`src/rtl/fifo_datapath_param.sv`:
```
// Parametrised synchronous FIFO datapath with independent read/write
// pointers, occupancy count, programmable almost flags, sticky error
// flags and a synchronous flush. Single clock domain.
module fifo_datapath_param #(
  parameter int WIDTH     = 8,
  parameter int ADD_WIDTH = 5,
  parameter int AF_MARGIN = 4,
  parameter int AE_MARGIN = 4
) (
  input  logic                 clk,
  input  logic                 Clear,
  input  logic [WIDTH-1:0]     DataIn,
  input  logic                 Write,
  input  logic                 Read,
  input  logic                 Flush,
  input  logic                 ClearErr,
  output logic [WIDTH-1:0]     DataOut,
  output logic                 DataValid,
  output logic                 empty,
  output logic                 full,
  output logic                 almost_empty,
  output logic                 almost_full,
  output logic [ADD_WIDTH:0]   count,
  output logic                 overflow,
  output logic                 underflow
);

  localparam int DEPTH = 2 ** ADD_WIDTH;
  localparam logic [ADD_WIDTH:0] C_DEPTH  = (ADD_WIDTH+1)'(DEPTH);
  localparam logic [ADD_WIDTH:0] C_AF_THR = (ADD_WIDTH+1)'(DEPTH - AF_MARGIN);
  localparam logic [ADD_WIDTH:0] C_AE_THR = (ADD_WIDTH+1)'(AE_MARGIN);
  localparam logic [ADD_WIDTH:0] C_CNT_ONE = (ADD_WIDTH+1)'(1);
  localparam logic [ADD_WIDTH-1:0] C_PTR_ONE = ADD_WIDTH'(1);

  logic [WIDTH-1:0]     r_mem [DEPTH];
  logic [ADD_WIDTH-1:0] r_wptr;
  logic [ADD_WIDTH-1:0] r_rptr;
  logic [ADD_WIDTH:0]   r_count;
  logic [WIDTH-1:0]     r_dout;
  logic                 r_dvalid;
  logic                 r_empty;
  logic                 r_full;
  logic                 r_aempty;
  logic                 r_afull;
  logic                 r_ovf;
  logic                 r_unf;

  logic                 w_push_ok;
  logic                 w_pop_ok;
  logic                 w_ovf_evt;
  logic                 w_unf_evt;
  logic [ADD_WIDTH:0]   w_count_nxt;

  // Acceptance uses only the registered full/empty flags.
  assign w_push_ok = Write & ~r_full  & ~Flush;
  assign w_pop_ok  = Read  & ~r_empty & ~Flush;
  assign w_ovf_evt = Write &  r_full  & ~Flush;
  assign w_unf_evt = Read  &  r_empty & ~Flush;

  // Next occupancy: flush wins, otherwise net of accepted push/pop.
  always_comb begin
    w_count_nxt = r_count;
    if (Flush) begin
      w_count_nxt = '0;
    end else begin
      case ({w_push_ok, w_pop_ok})
        2'b10:   w_count_nxt = r_count + C_CNT_ONE;
        2'b01:   w_count_nxt = r_count - C_CNT_ONE;
        default: w_count_nxt = r_count;
      endcase
    end
  end

  // Storage array: written on accepted push, intentionally not reset.
  always_ff @(posedge clk) begin
    if (w_push_ok) begin
      r_mem[r_wptr] <= DataIn;
    end
  end

  // Pointers, count and flags; flags derive from the next count so they
  // line up with count in the same cycle.
  always_ff @(posedge clk or posedge Clear) begin
    if (Clear) begin
      r_wptr   <= '0;
      r_rptr   <= '0;
      r_count  <= '0;
      r_empty  <= 1'b1;
      r_full   <= 1'b0;
      r_aempty <= 1'b1;
      r_afull  <= 1'b0;
    end else begin
      if (Flush) begin
        r_wptr <= '0;
        r_rptr <= '0;
      end else begin
        if (w_push_ok) r_wptr <= r_wptr + C_PTR_ONE;
        else           r_wptr <= r_wptr;
        if (w_pop_ok)  r_rptr <= r_rptr + C_PTR_ONE;
        else           r_rptr <= r_rptr;
      end
      r_count  <= w_count_nxt;
      r_empty  <= (w_count_nxt == '0);
      r_full   <= (w_count_nxt == C_DEPTH);
      r_aempty <= (w_count_nxt <= C_AE_THR);
      r_afull  <= (w_count_nxt >= C_AF_THR);
    end
  end

  // Registered read port: one-cycle latency, DataOut holds when idle.
  always_ff @(posedge clk or posedge Clear) begin
    if (Clear) begin
      r_dout   <= '0;
      r_dvalid <= 1'b0;
    end else if (w_pop_ok) begin
      r_dout   <= r_mem[r_rptr];
      r_dvalid <= 1'b1;
    end else begin
      r_dout   <= r_dout;
      r_dvalid <= 1'b0;
    end
  end

  // Sticky error flags; a new error beats a same-cycle ClearErr.
  always_ff @(posedge clk or posedge Clear) begin
    if (Clear) begin
      r_ovf <= 1'b0;
      r_unf <= 1'b0;
    end else begin
      if (w_ovf_evt)     r_ovf <= 1'b1;
      else if (ClearErr) r_ovf <= 1'b0;
      else               r_ovf <= r_ovf;
      if (w_unf_evt)     r_unf <= 1'b1;
      else if (ClearErr) r_unf <= 1'b0;
      else               r_unf <= r_unf;
    end
  end

  assign DataOut      = r_dout;
  assign DataValid    = r_dvalid;
  assign empty        = r_empty;
  assign full         = r_full;
  assign almost_empty = r_aempty;
  assign almost_full  = r_afull;
  assign count        = r_count;
  assign overflow     = r_ovf;
  assign underflow    = r_unf;

endmodule

```
`config.mk`:
```
export PLATFORM = sky130hd
export DESIGN_NAME = fifo_datapath_param
export DESIGN_NICKNAME = d
export VERILOG_FILES = /design/src/rtl/fifo_datapath_param.sv
export SDC_FILE = /design/constraint.sdc
export NUM_CORES = 1
export LEC_CHECK = 0
export CORE_ASPECT_RATIO = 0.7
export CORE_UTILIZATION = 65
export DETAILED_ROUTE_END_ITERATION = 6
export PLACE_DENSITY = 0.84
export RECOVER_POWER = 25
export REMOVE_ABC_BUFFERS = 1
export SLEW_MARGIN = 25
export SYNTH_ARGS = -nofsm -noshare
export SYNTH_HDL_FRONTEND = slang
export SYNTH_SLANG_ARGS = --single-unit
```
`constraint.sdc`:
```
create_clock -name clk -period 4.6 [get_ports clk]
set_input_delay 0.69 -clock clk [delete_from_list [all_inputs] [get_ports clk]]
set_output_delay 0.69 -clock clk [all_outputs]
set_load 0.02 [all_outputs]
```
* Word level (Yosys, flattened, before mapping)
Memories as Yosys holds them, arrays and structs flattened. A register that Yosys moved wholly into a read port is not among the register bits. Index checks and enable logic that the tools add are counted. Widths: inputs -> output; s select.
Cells by class: add/subtract/negate cells 4, $lt $le $gt $ge 2, equal/unequal tests 3, mux-type cells 12, bitwise operators 11, reductions and logical operators 5
Operators with widths (number):
- $mux 5 | 4
- $pmux 6 s2 | 1
- $add 5x1->5 const B | 2
- $and 1x1->1 | 8
- $reduce_bool 2->1 | 4
- $add 6x1->6 const B | 1
- $eq 6x6->1 const B | 1
- $ge 6x5->1 const B | 1
- $le 6x3->1 const B | 1
- $logic_not 6->1 | 1
- $mux 1 | 6
- $mux 6 | 1
- $sub 6x1->6 const B | 1
- $not 1->1 | 3
- $eq 2x1->1 const B | 1
- $eq 2x2->1 const B | 1
Word-level totals: bits in registers 23, RAM bits 256, input bits 14, word-level logic and storage cells 48, memories 1
Memories:
- r_mem | words 32, width 8, rd ports 1, clocked after Yosys merged registers in 1, wr ports 1, RTL line 35 | logic [WIDTH-1:0] r_mem [DEPTH];

* Depth between registers and ports, before layout
word-level depth 7, gate-level depth with buffers 12

* Worst setup path before layout
No wires, ideal clock.
path kind input to register, from input Flush, to register r_afull (netlist: almost_full), library setup time 0.120 ns, arrival 2.799 ns, required time 4.480 ns, slack 1.681 ns, cell stages on the path 9, path buffers 1, cells stage by stage clkbuf_1 -> nor2_1 -> inv_1 -> ha_1 -> and4b_1 -> or4_4 -> nor2_2 -> mux2_2 -> a31o_1
On the way: cells in the longest elaborated chain, start to end 6
Ends and longest elaborated chain:
- start, declared | RTL line 15 | input logic Flush,
- $not 1->1 | RTL line 55, 56
- $and 1x1->1 (on tied branches) | RTL line 56, 55
- $eq 2x1->1 / $eq 2x2->1 (equally long branches) | RTL line 66 | case ({w_push_ok, w_pop_ok})
- $pmux 6 s2 | RTL line 66
- $mux 6 (*) | RTL line 63 | if (Flush) begin
- named net w_count_nxt[3] | RTL line 52 | logic [ADD_WIDTH:0] w_count_nxt;
- $ge 6x5->1 (*) | RTL line 106 | r_afull <= (w_count_nxt >= C_AF_THR);
- end signal, assigned | RTL line 106
- end, declared | RTL line 44 | logic r_afull;
Mark *: on every way through the listed nets, which the timed path passes. The rest lies on a longest branch. A chain may end at the register's enable or synchronous reset.

* Worst setup path in the final report
from input Flush, to register r_aempty (netlist: almost_empty)
On the way: cells in the longest elaborated chain, start to end 6
Ends and longest elaborated chain:
- $not 1->1 | RTL line 55, 56
- $and 1x1->1 (on tied branches) | RTL line 56, 55
- $eq 2x1->1 / $eq 2x2->1 (equally long branches) | RTL line 66
- $pmux 6 s2 | RTL line 66
- $mux 6 (*) | RTL line 63
- $le 6x3->1 (*) | RTL line 105 | r_aempty <= (w_count_nxt <= C_AE_THR);
- end signal, assigned | RTL line 105
- end, declared | RTL line 43 | logic r_aempty;
Mark *: on every way between the ends. The rest lies on a longest branch, timed or not.

==> flow_results.org <==
** Clock tree
- Count of hold-fix buffers inserted at cts :: 0
- Deepest level of the CTS H-tree :: 1
- Counting along the longest clock path gives a buffer depth of 3.
- In this run, post-CTS repair resized a total of 0 instances.
- CTS root buffer :: sky130_fd_sc_hd__clkbuf_16
- The number of setup buffers added after CTS is 0.
- Clock transition time at the flip-flop clock pins of the worst setup and hold paths :: 0.07 ns
- TritonCTS built the clock tree.
- Num CTS Buffers :: 25
- Clock latency on the worst-skew pair, taken at its later pin, is 0.52 ns.
- The clock net in this run drives a total of approximately 290 sinks.

** STA
- Final number of max-transition violations :: 131
- Setup repair after global routing left no endpoint under its margin.
- Hold Vio Cnt, Final :: 0
- For the finished layout, the period the worst path requires is 3.76 ns.
- Highest clock frequency the design can meet :: ~270 MHz
- Total of endpoints with negative setup slack in the final report :: 0
- Headroom to the max-slew limit :: -0.163
- On the final layout, the worst clock skew is 0.00797 ns.
- Post-route clock period utilization :: 0.816
- Setup Total Neg Slack :: 0 ns
- Transition time at the pin with the least slew margin :: between 1.5 and 2 ns

** Setup path
- Kind of critical path :: primary input to flop
- STA classifies the critical path endpoint as a flop.
- R2r worst-path depth :: 11
- For the worst setup path, the data arrival time is 4.18 ns.
- Worst-path fanout max :: 23
- Data required time of the worst path :: 5.02 ns
- STA classifies the critical path startpoint as a primary input.

** Placed design
- Final weighted congestion in routability-driven placement :: 0.908
- HPWL Detailed :: 14.6 mm
- Counting tap cells, the placed design contains a total of between 800 and 900 instances.
- Input and output buffers added on the ports amount to 34.

** Synth
- After technology mapping, the gate count stands at 567.
- Sorting the synthesized cells by how often they occur yields 256 x sky130_fd_sc_hd__edfxtp_1, 80 x sky130_fd_sc_hd__mux4_2, 57 x sky130_fd_sc_hd__nor2_1, 29 x sky130_fd_sc_hd__dfrtp_1.
- After synthesis, the cell types taking the most area are sky130_fd_sc_hd__edfxtp_1 67%, sky130_fd_sc_hd__mux4_2 16%, sky130_fd_sc_hd__dfrtp_1 6.3%, sky130_fd_sc_hd__nor2_1 1.9%, sky130_fd_sc_hd__mux2i_1 1.0%.
- Mean Syn Cell Area :: around 20 µm²
- The biggest area contributor in the post-synthesis netlist is sky130_fd_sc_hd__edfxtp_1.
- Library cells used by synthesis :: 45
- Share of synthesized area occupied by flip-flops and latches :: 0.738
- During synthesis, Yosys emitted a total of 0 warnings.
- Share of the synthesized area in the top cell type :: 0.670
- Summing every instance area after synthesis gives around 11,000 µm².
- In the synthesized netlist the dominant register cell turns out to be sky130_fd_sc_hd__edfxtp_1.
- Yosys mapped a number of flops with a built-in enable equal to 256.
- Share of async-settable or async-resettable flops after synthesis :: 0.108
- Yosys instantiated no cell more often than sky130_fd_sc_hd__edfxtp_1.
- Number of synthesized register bits :: 287

** Power
- Power density relative to cell area :: 432 nW/µm²
- The share of total power dissipated in sequential elements is 0.541.
- The worst-case IR drop observed on VDD is 352 µV.
- Switching power summed over all nets :: 0.00125 W
- The share of total power dissipated in the clock network is 0.362.
- Cell internal power dissipation :: approximately 0.0042 W
- The share of total power dissipated in combinational logic is 0.097.
- Switching share of total power :: 0.227
- Leakage power :: roughly 4.0 nW

** Global routing
- Via count of the first global-routing pass :: approximately 5.8k
- Across every metal layer, demand over resource in global routing totals 0.288.
- Number of antenna violations at the first check in global routing :: 0
- Pin count of the biggest net entering global routing :: 36
- Global route overflow :: 0
- The first global-routing pass estimated about 37 mm of wire.

** Floorplanning
- From bottom edge to top edge, the die measures 113 µm.
- From left edge to right edge, the die measures roughly 160 µm.
- Core outline area :: 17,200 µm²
- In this run the core area contains 40 standard-cell rows.
- DIE AREA :: between 15,000 and 20,000 µm²
- Initial cell density of the core :: 0.666
- Top-Level Pins :: 35

** Routing
- Dividing the detail-routed wire length by the instance count gives 29.1 µm.
- The detail route stage leaves a number of antenna-violating nets equal to 0.
- After detailed routing, the total wire length is 24.8 mm.
- The first routing iteration left 842 violations.
- The first detailed-routing pass took 5 iterations.
- Average vias per placed instance :: 6.71
- Post-detailed-route DRC marker count :: 0
- Across all layers, the routed design uses 5,729 vias.

** Outcome
- The final reports fail on capacitance limit, slew limit.
- Result of the run :: finished with violations

** Cells and area
- Antenna diode count :: 0
- Area of the multi-input gates :: 2830 µm²
- Once layout is complete, the cells apart from fillers number 854.
- The net count of the finished layout is 626.
- Post-synthesis to final-layout area growth :: 10.9%
- Register area :: between 8000 and 9000 µm²
- Fraction of layout instances using a drive strength above 1 :: 0.215
- The layout has roughly 960 filler cells.

** Worst hold path
- Along the worst hold path, the cell count comes to 2.
- Worst hold path type :: flop to flop

** Run
- The tool flagged a number of max-cap violations equal to 4.
final cells by class:
| type | instances | area share |
|---|---|---|
| multi-input cells | 244 | 0.222 |
| flip-flops and latches | 287 | 0.666 |
| repair buffers | 41 | 0.0278 |
| clock inverters | 17 | 0.00993 |
| inverters | 6 | 0.00177 |
| well taps | 231 | 0.0227 |
| clock buffers | 28 | 0.0500 |
flip-flops by register name (all words and copies together), names as in the netlist:
signal / count
DataOut: 8
DataValid: 1
almost_empty: 1
almost_full: 1
count: 6
empty: 1
full: 1
overflow: 1
r_mem: 256
r_rptr: 5
r_wptr: 5
underflow: 1
worst paths after layout:
check	endpoint	slack, ns	startpoint
setup / recovery	almost_empty$_DFF_PP1_	0.84	Flush
hold / removal	overflow$_DFFE_PP0P_	0.54	overflow$_DFFE_PP0P_
setup reg to reg	almost_empty$_DFF_PP1_	1.43	full$_DFF_PP0_
hold reg to reg	overflow$_DFFE_PP0P_	0.54	overflow$_DFFE_PP0P_
max in group asynchronous	r_rptr[0]$_DFFE_PP0P_	2.15	Clear
min in group asynchronous	overflow$_DFFE_PP0P_	1.23	Clear
layout by cell type, fill, tap and decap left out, types with 2 or more instances in the layout:
cell type                         netlist  final
sky130_fd_sc_hd__ha_1                   7      7
sky130_fd_sc_hd__clkinv_1               0     10
sky130_fd_sc_hd__xor2_1                 8      8
sky130_fd_sc_hd__or3_1                  2      2
sky130_fd_sc_hd__nor3_1                 3      3
sky130_fd_sc_hd__buf_2                  6      2
sky130_fd_sc_hd__nand3b_1               4      4
sky130_fd_sc_hd__a21oi_1               15     15
sky130_fd_sc_hd__edfxtp_1             256    256
sky130_fd_sc_hd__dfstp_2                2      2
sky130_fd_sc_hd__xnor2_1                5      5
sky130_fd_sc_hd__nor2_1                57     57
sky130_fd_sc_hd__clkinv_2               0      4
sky130_fd_sc_hd__nor4_1                 2      2
sky130_fd_sc_hd__or3b_2                 2      2
sky130_fd_sc_hd__dfrtp_1               29     27
sky130_fd_sc_hd__inv_1                  6      6
sky130_fd_sc_hd__nand3_1                2      2
sky130_fd_sc_hd__nand2_1               13     13
sky130_fd_sc_hd__o21ai_0                3      3
sky130_fd_sc_hd__nand4_1                4      4
sky130_fd_sc_hd__buf_4                  4      5
sky130_fd_sc_hd__clkbuf_1              15     10
sky130_fd_sc_hd__nor2b_1                6      6
sky130_fd_sc_hd__mux2i_1               12     12
sky130_fd_sc_hd__mux4_2                80     80
sky130_fd_sc_hd__bufinv_16              0      2
sky130_fd_sc_hd__clkdlybuf4s50_1        0     25
sky130_fd_sc_hd__clkbuf_16              0     25
metal layers:
metal	vias to the layer above	track usage	wire length, µm
li1	2360	-	-
met1	2932	0.428	9570
met2	398	0.442	11900
met3	39	0.0638	2910
met4	0	0.0780	513
met5	-	0	0
critical path, cell delays in order:
cell and delay [ns]:
sky130_fd_sc_hd__clkdlybuf4s50_1 0.72, sky130_fd_sc_hd__nor3b_4 0.29, sky130_fd_sc_hd__buf_4 0.29, sky130_fd_sc_hd__nand2_1 0.18, sky130_fd_sc_hd__xnor2_1 0.17, sky130_fd_sc_hd__ha_1 0.20
sky130_fd_sc_hd__a21oi_1 0.34, sky130_fd_sc_hd__nor3_1 0.10, sky130_fd_sc_hd__a311oi_1 0.35, sky130_fd_sc_hd__o31ai_1 0.19, sky130_fd_sc_hd__mux2i_1 0.22, sky130_fd_sc_hd__nand3_2 0.15
sky130_fd_sc_hd__a211oi_1 0.28
stage by stage:
| step | instance area [µm²] | utilization | power (W) | hold WS, ns | worst slack [ns] |
|---|---|---|---|---|---|
| 3_3_place_gp | 12000 | 0.698 | 0.00353 | 0.516 | 0.800 |
| 4_1_cts | 12800 | 0.741 | 0.00552 | 0.539 | 0.952 |
| 2_1_floorplan | 11300 | - | 0.00331 | 0.550 | 0.519 |
| 5_1_grt | 12700 | 0.739 | 0.00563 | 0.584 | 0.652 |
| 3_5_place_dp | 12000 | 0.697 | 0.00355 | 0.529 | 0.455 |
| 6_report | 12700 | 0.739 | 0.00550 | 0.538 | 0.844 |
power groups by stage:
stage	sequential (W)	clock, W	combinational (W)
finish	0.00298	0.00199	0.000532
global route	0.00298	0.00209	0.000560
CTS	0.00298	0.00200	0.000535
detailed placement	0.00303	0	0.000522
global placement	0.00303	0	0.000502
floorplan	0.00308	0	0.000235
cell families (layout without fill, tap and decap cells):
kind of cell / Yosys count / after routing / synth area share
muxes: 93 / 93 / 0.169
AOI/OAI and AO/OA: 26 / 26 / 0.0140
DFF: 287 / 287 / 0.738
and+or+nand+nor: 105 / 105 / 0.0462
xor gates and xnor gates: 13 / 13 / 0.00993
buffers and inverters: 36 / 92 / 0.0157
adders and majority gates: 7 / 7 / 0.00763
Power figures use the tool's default switching activity.
